[src/rtl/tetris_input_pkg.sv]
// Shared definitions for the Tetris keyboard input path: lane indices and
// the per-lane auto-repeat state encoding.
package tetris_input_pkg;

  // Lane order of the move vector
  localparam int KEY_LEFT   = 0;
  localparam int KEY_RIGHT  = 1;
  localparam int KEY_ROTATE = 2;
  localparam int KEY_DOWN   = 3;

  // Per-lane auto-repeat state
  typedef enum logic [1:0] {
    LANE_IDLE   = 2'd0,
    LANE_DELAY  = 2'd1,
    LANE_REPEAT = 2'd2,
    LANE_LOCKED = 2'd3
  } lane_state_t;

  // True while a lane is counting towards its next pulse
  function automatic logic lane_busy(input lane_state_t s);
    return (s == LANE_DELAY) || (s == LANE_REPEAT);
  endfunction

endpackage

[src/rtl/key_repeat_lane.sv]
// One auto-repeat lane: turns a held key level into an initial pulse, a
// delayed first repeat and periodic repeats. Holds the lane FSM, its counter
// and the previous key sample used for press detection.
module key_repeat_lane
  import tetris_input_pkg::*;
#(
  parameter int DELAY_CYCLES  = 8_333_333,
  parameter int REPEAT_CYCLES = 2_500_000,
  parameter int CNT_W         = 24
) (
  input  logic        clk,
  input  logic        reset_n,
  input  logic        enable,
  input  logic        held,
  input  logic        press,
  input  logic        force_lock,
  input  logic        repeat_en,
  output logic        prev,
  output logic        pulse,
  output lane_state_t state_next
);

  localparam logic [CNT_W-1:0] DELAY_LAST  = CNT_W'(DELAY_CYCLES - 1);
  localparam logic [CNT_W-1:0] REPEAT_LAST = CNT_W'(REPEAT_CYCLES - 1);

  lane_state_t      state;
  logic [CNT_W-1:0] cnt;
  logic [CNT_W-1:0] cnt_next;
  logic             pulse_next;

  // State, counter and pulse registers; prev resets high so a key held
  // through reset is not seen as a fresh press.
  always_ff @(posedge clk) begin
    if (!reset_n) begin
      state <= LANE_IDLE;
      cnt   <= '0;
      pulse <= 1'b0;
      prev  <= 1'b1;
    end else begin
      state <= state_next;
      cnt   <= cnt_next;
      pulse <= pulse_next;
      prev  <= held;
    end
  end

  // Next-state logic: disable and release take priority over everything,
  // then an arbitration lock, then the delay/repeat counting. The counter
  // stays cleared unless a state explicitly keeps counting.
  always_comb begin
    state_next = state;
    cnt_next   = '0;
    pulse_next = 1'b0;
    if (!enable || !held) begin
      state_next = LANE_IDLE;
    end else begin
      case (state)
        LANE_IDLE: begin
          if (press) begin
            pulse_next = 1'b1;
            state_next = force_lock ? LANE_LOCKED : LANE_DELAY;
          end
        end
        LANE_DELAY: begin
          if (force_lock) begin
            state_next = LANE_LOCKED;
          end else if (cnt == DELAY_LAST) begin
            pulse_next = repeat_en;
            state_next = repeat_en ? LANE_REPEAT : LANE_LOCKED;
          end else begin
            cnt_next = cnt + CNT_W'(1);
          end
        end
        LANE_REPEAT: begin
          if (force_lock) begin
            state_next = LANE_LOCKED;
          end else if (cnt == REPEAT_LAST) begin
            pulse_next = 1'b1;
          end else begin
            cnt_next = cnt + CNT_W'(1);
          end
        end
        LANE_LOCKED: begin
          state_next = LANE_LOCKED;
        end
        default: begin
          state_next = LANE_IDLE;
        end
      endcase
    end
  end

endmodule

[src/rtl/key_autorepeat.sv]
// Key auto-repeat for the game controller: one lane per key, with
// last-pressed-wins arbitration between left and right.
//
// Handshake note: there is no valid/ready pairing here; key_pulse is a
// single-cycle strobe that the consumer must take in the cycle it is high.
module key_autorepeat
  import tetris_input_pkg::*;
#(
  parameter int                N_KEYS        = 4,
  parameter int                DELAY_CYCLES  = 8_333_333,
  parameter int                REPEAT_CYCLES = 2_500_000,
  parameter logic [N_KEYS-1:0] REPEAT_MASK   = 4'b1011,
  parameter int                CNT_W         = 24
) (
  input  logic              clk,
  input  logic              reset_n,
  input  logic              enable,
  input  logic [N_KEYS-1:0] key_held,
  output logic [N_KEYS-1:0] key_pulse,
  output logic              active
);

  logic [N_KEYS-1:0] prev;
  logic [N_KEYS-1:0] press;
  logic [N_KEYS-1:0] force_lock;
  logic [N_KEYS-1:0] pulse;
  lane_state_t       state_next [N_KEYS];
  logic              active_next;

  assign press     = key_held & ~prev;
  assign key_pulse = pulse;

  // A press on left locks a counting right lane and vice versa; the lane
  // ignores the lock unless it is counting or pressing in the same cycle.
  always_comb begin
    force_lock            = '0;
    force_lock[KEY_LEFT]  = press[KEY_RIGHT];
    force_lock[KEY_RIGHT] = press[KEY_LEFT];
  end

  for (genvar i = 0; i < N_KEYS; i++) begin : g_lane
    key_repeat_lane #(
      .DELAY_CYCLES  (DELAY_CYCLES),
      .REPEAT_CYCLES (REPEAT_CYCLES),
      .CNT_W         (CNT_W)
    ) u_lane (
      .clk        (clk),
      .reset_n    (reset_n),
      .enable     (enable),
      .held       (key_held[i]),
      .press      (press[i]),
      .force_lock (force_lock[i]),
      .repeat_en  (REPEAT_MASK[i]),
      .prev       (prev[i]),
      .pulse      (pulse[i]),
      .state_next (state_next[i])
    );
  end

  // Any lane heading into DELAY or REPEAT makes the block active next cycle
  always_comb begin
    active_next = 1'b0;
    for (int i = 0; i < N_KEYS; i++) begin
      if (lane_busy(state_next[i])) active_next = 1'b1;
    end
  end

  // Registered activity flag, aligned with the lane state registers
  always_ff @(posedge clk) begin
    if (!reset_n) active <= 1'b0;
    else          active <= active_next;
  end

endmodule

[config.mk]
export PLATFORM = sky130hd
export DESIGN_NAME = key_autorepeat
export DESIGN_NICKNAME = d
export VERILOG_FILES = /design/src/rtl/tetris_input_pkg.sv /design/src/rtl/key_repeat_lane.sv /design/src/rtl/key_autorepeat.sv
export SDC_FILE = /design/constraint.sdc
export NUM_CORES = 1
export LEC_CHECK = 0
export ABC_AREA = 1
export BUFFER_PORTS_ARGS = -buffer_cell sky130_fd_sc_hd__buf_2
export CORE_AREA = 10 10 170 172
export DETAILED_ROUTE_END_ITERATION = 6
export DIE_AREA = 0 0 180 182
export MAX_ROUTING_LAYER = met4
export PLACE_DENSITY_LB_ADDON = 0.08
export SLEW_MARGIN = 20
export SYNTH_ARGS = -nofsm -noshare
export SYNTH_HDL_FRONTEND = slang
export SYNTH_SLANG_ARGS = --single-unit
[constraint.sdc]
create_clock -name clk -period 2.25 [get_ports clk]
set_input_delay 0.225 -clock clk [delete_from_list [all_inputs] [get_ports clk]]
set_output_delay 0.225 -clock clk [all_outputs]
set_load 0.05 [all_outputs]
==> flow_metrics.py <==
metrics = {
    "die": {
        "start_util_pct": 24.5,
        "fp.dieH_um": 182,
        "coreArea_mm2": 0.0256,
        "ios": 12,
        "die_width_um": 180,
        "rows": 59,
        "dieArea_mm2": 0.0328,
    },
    "global_routing": {
        "antenna_found_initial": 0,
        "grt_max_degree": 25,
        "grt_pass1_wl_um": 25800,
        "gr-total-overflow": 0,
        "grt_pass1_vias": 5255,
        "grt_usage_pct": 9.68,
    },
    "synthesis": {
        "yosys_warnings": 0,
        "synth_cells": 873,
        "avgSynthCellArea_um2": 7.18,
        "syn_area_mm2": 0.00627,
        "synth_cell_type_count": 39,
        "yosys.area.top_type": "dfxtp_1",
        "syn-num-nets": 913,
        "ys.flop_type": "dfxtp_1",
        "synth_most_common_cell": "nor2_1",
        "synth_edf_count": 0,
        "synthArstFlopShare_pct": 0,
        "synthTopCellsByCount": "nor2_1 (171), nand2_1 (136), inv_1 (132), dfxtp_1 (113), nand3_1 (43)",
        "synth_top_area_share_pct": 36.1,
        "yosys-top-cells-area": "dfxtp_1 (36%), nor2_1 (10%), nand2_1 (8.1%), inv_1 (7.9%), ha_1 (6.6%)",
        "ys_ff_latch": 113,
        "yosysSeqAreaShare_pct": 36.1,
    },
    "clock_network": {
        "clockBufferDepth": 2,
        "clk_latency_ps": 420,
        "cts_hold_buf": 0,
        "cts_tree": "done",
        "cts.clk_slew.worst_paths_ps": 60,
        "cts_setup_buffers": 0,
        "numCtsBuffers": 17,
        "root_buffer": "clkbuf_16",
        "cts_resized": 0,
        "cts_max_level": 4,
        "cts.sinks": 113,
    },
    "detailed_routing": {
        "drcViolationCount": 0,
        "first_pass_iters": 4,
        "final_antenna_net_count": 0,
        "drt_iter0_drc": 297,
        "vias": 5301,
        "routed_wl_um": 14900,
        "wire_per_inst_um": 11.9,
        "routed_via_density": 4.26,
    },
    "finish": {
        "final_util_pct": 28.7,
        "syn2layout_area_growth_pct": 17.2,
        "diodes": 0,
        "drive_above_1_share_pct": 10.7,
        "fin_nets": 937,
    },
    "timing": {
        "fin_crit_ps": 1920,
        "slew_headroom_pct": 75.1,
        "drv_slew": 0,
        "fmax_ghz": 0.522,
        "fin_crit_sh_pct": 85.2,
        "hold_viol_final": 0,
        "holdWs_ps": 12.8,
        "fin_skew_ps": 12.6,
        "setup_viol": 0,
        "setup_tns_ps": 0,
        "worstMarginPinSlew_ps": 369,
        "grt_setup_unrepaired": "false",
    },
    "outcome": {
        "outcome": "finished, final reports clean",
    },
    "pwr": {
        "p_leak_nw": 2.67,
        "switchingPower_w": 0.00109,
        "combPwrFrac_pct": 1.5,
        "p_int_w": 0.00377,
        "vdd_ir_drop_max_v": 0.000332,
        "switching_share_pct": 22.4,
        "clkPwrFrac_pct": 57.1,
        "power_w": 0.00486,
        "p_per_area_mw_per_mm2": 661,
        "seqPwrFrac_pct": 41.4,
    },
    "place": {
        "gp_congestion": 0.775,
        "port_buffers": 11,
        "hpwl_um": 11300,
    },
    "setup_path": {
        "max_stage_delay_ps": 380,
        "r2r_cells": 9,
        "start_kind": "register",
        "crit_path_end": "g_lane[2].u_lane.cnt[18]",
        "crit_path_max_fanout": 4,
        "rr_endpoint": "g_lane[2].u_lane.cnt[18]",
        "crit_chain": "ha_1, nand4_1, nor3_2, nand2_1, nor2_2, nand4_2, nor2_1, o211ai_1, a21oi_1",
        "rrSetupSlack_ps": 330,
        "crit_path_end_kind": "register",
        "cp-startpoint": "g_lane[2].u_lane.cnt[0]",
        "timing.rr.start": "g_lane[2].u_lane.cnt[0]",
        "cp.required_ps": 2600,
        "critPathKind": "register to register",
        "cp.arrival_ps": 2270,
        "cpMaxStageDelayCell": "dfxtp_1",
    },
    "flow_run": {
        "maxCapViolations": 0,
    },
    "worst_hold_path": {
        "hold_path.class": "primary input to register",
    },
}
layout make-up:
class	instances	area [um^2]
Tap cell	335	419
Sequential cell	113	2260
Multi-Input combinational cell	607	3410
Clock buffer	19	433
Clock inverter	13	163
Fill cell	2800	18300
Inverter	139	522
Timing Repair Buffer	19	140
layout by cell type, fill, tap and decap left out, types with 5 or more instances in the layout:
| cell type | instances |
|---|---|
| nor2_1 | 171 |
| nand2_1 | 136 |
| inv_1 | 132 |
| dfxtp_1 | 113 |
| nand3_1 | 43 |
| xor2_1 | 35 |
| nand4_1 | 34 |
| ha_1 | 33 |
| nor3_1 | 31 |
| clkbuf_16 | 17 |
| o21ai_0 | 15 |
| a21oi_1 | 12 |
| xnor2_1 | 12 |
| nand3_2 | 11 |
| buf_2 | 11 |
| nor4_1 | 10 |
| nor3_2 | 9 |
| nor2_2 | 7 |
| nor2_4 | 7 |
| inv_2 | 6 |
| nor3b_1 | 6 |
| buf_4 | 6 |
| a31oi_1 | 5 |
layer usage:
| layer | track usage, % | vias up | routed length [um] |
|---|---|---|---|
| met2 | 14.3 | 64 | 6310 |
| met1 | 12.7 | 2392 | 7940 |
| li1 | - | 2830 | - |
| met5 | - | - | 0 |
| met3 | 2.05 | 15 | 376 |
| met4 | 3.67 | 0 | 224 |
state kept, by name, summed over array words and instances (netlist names):
signal / count
g_lane.u_lane.pulse: 4
g_lane.u_lane.state: 8
g_lane.u_lane.cnt: 96
active: 1
g_lane.u_lane.prev: 4
stage by stage:
step	std cells	setup WS (ps)	instance area (um^2)
6_report	1245	334	7350
2_1_floorplan	873	507	6270
3_3_place_gp	1213	326	6750
4_1_cts	1245	305	7350
3_5_place_dp	1213	315	6750
5_1_grt	1245	64.4	7350
power by group through the flow:
| stage | Sequential, W | Clock [W] | Combinational, W |
|---|---|---|---|
| 2_1_floorplan | 0.00206 | 0 | 0.0000448 |
| 3_3_place_gp | 0.00206 | 0 | 0.0000741 |
| 3_5_place_dp | 0.00206 | 0 | 0.0000735 |
| 4_1_cts | 0.00201 | 0.00285 | 0.0000738 |
| 5_1_grt | 0.00201 | 0.00295 | 0.0000834 |
| 6_report | 0.00201 | 0.00277 | 0.0000717 |
kinds of logic after synthesis:
kind of cell	after synthesis	synth area share, %
AND/OR/NAND/NOR	478	36.6
buffers and inverters	153	9.56
flip-flops	113	36.1
AO/OA/AOI/OAI	49	4.63
XOR/XNOR	47	6.57
adder cells (fa/ha/maj)	33	6.59
critical path: cells and delay by family (launching register included):
family,cells,cell delay (ps)
AND/OR/NAND/NOR,6,1010
flip-flops,1,380
adder cells (fa/ha/maj),1,230
AO/OA/AOI/OAI,2,230
worst min-delay path by stage:
stage                             from                      end  slack, ps  depth (start not counted)
2_1_floorplan                  reset_n    g_lane[0].u_lane.prev        290                          1
3_3_place_gp   g_lane[1].u_lane.cnt[0]  g_lane[1].u_lane.cnt[0]        430                          1
3_5_place_dp   g_lane[1].u_lane.cnt[0]  g_lane[1].u_lane.cnt[0]        440                          1
4_1_cts                    key_held[0]    g_lane[0].u_lane.prev          2                          3
5_1_grt                    key_held[0]    g_lane[0].u_lane.prev         40                          3
6_report                   key_held[0]    g_lane[0].u_lane.prev         10                          3
(Power assumes the default switching activity.)
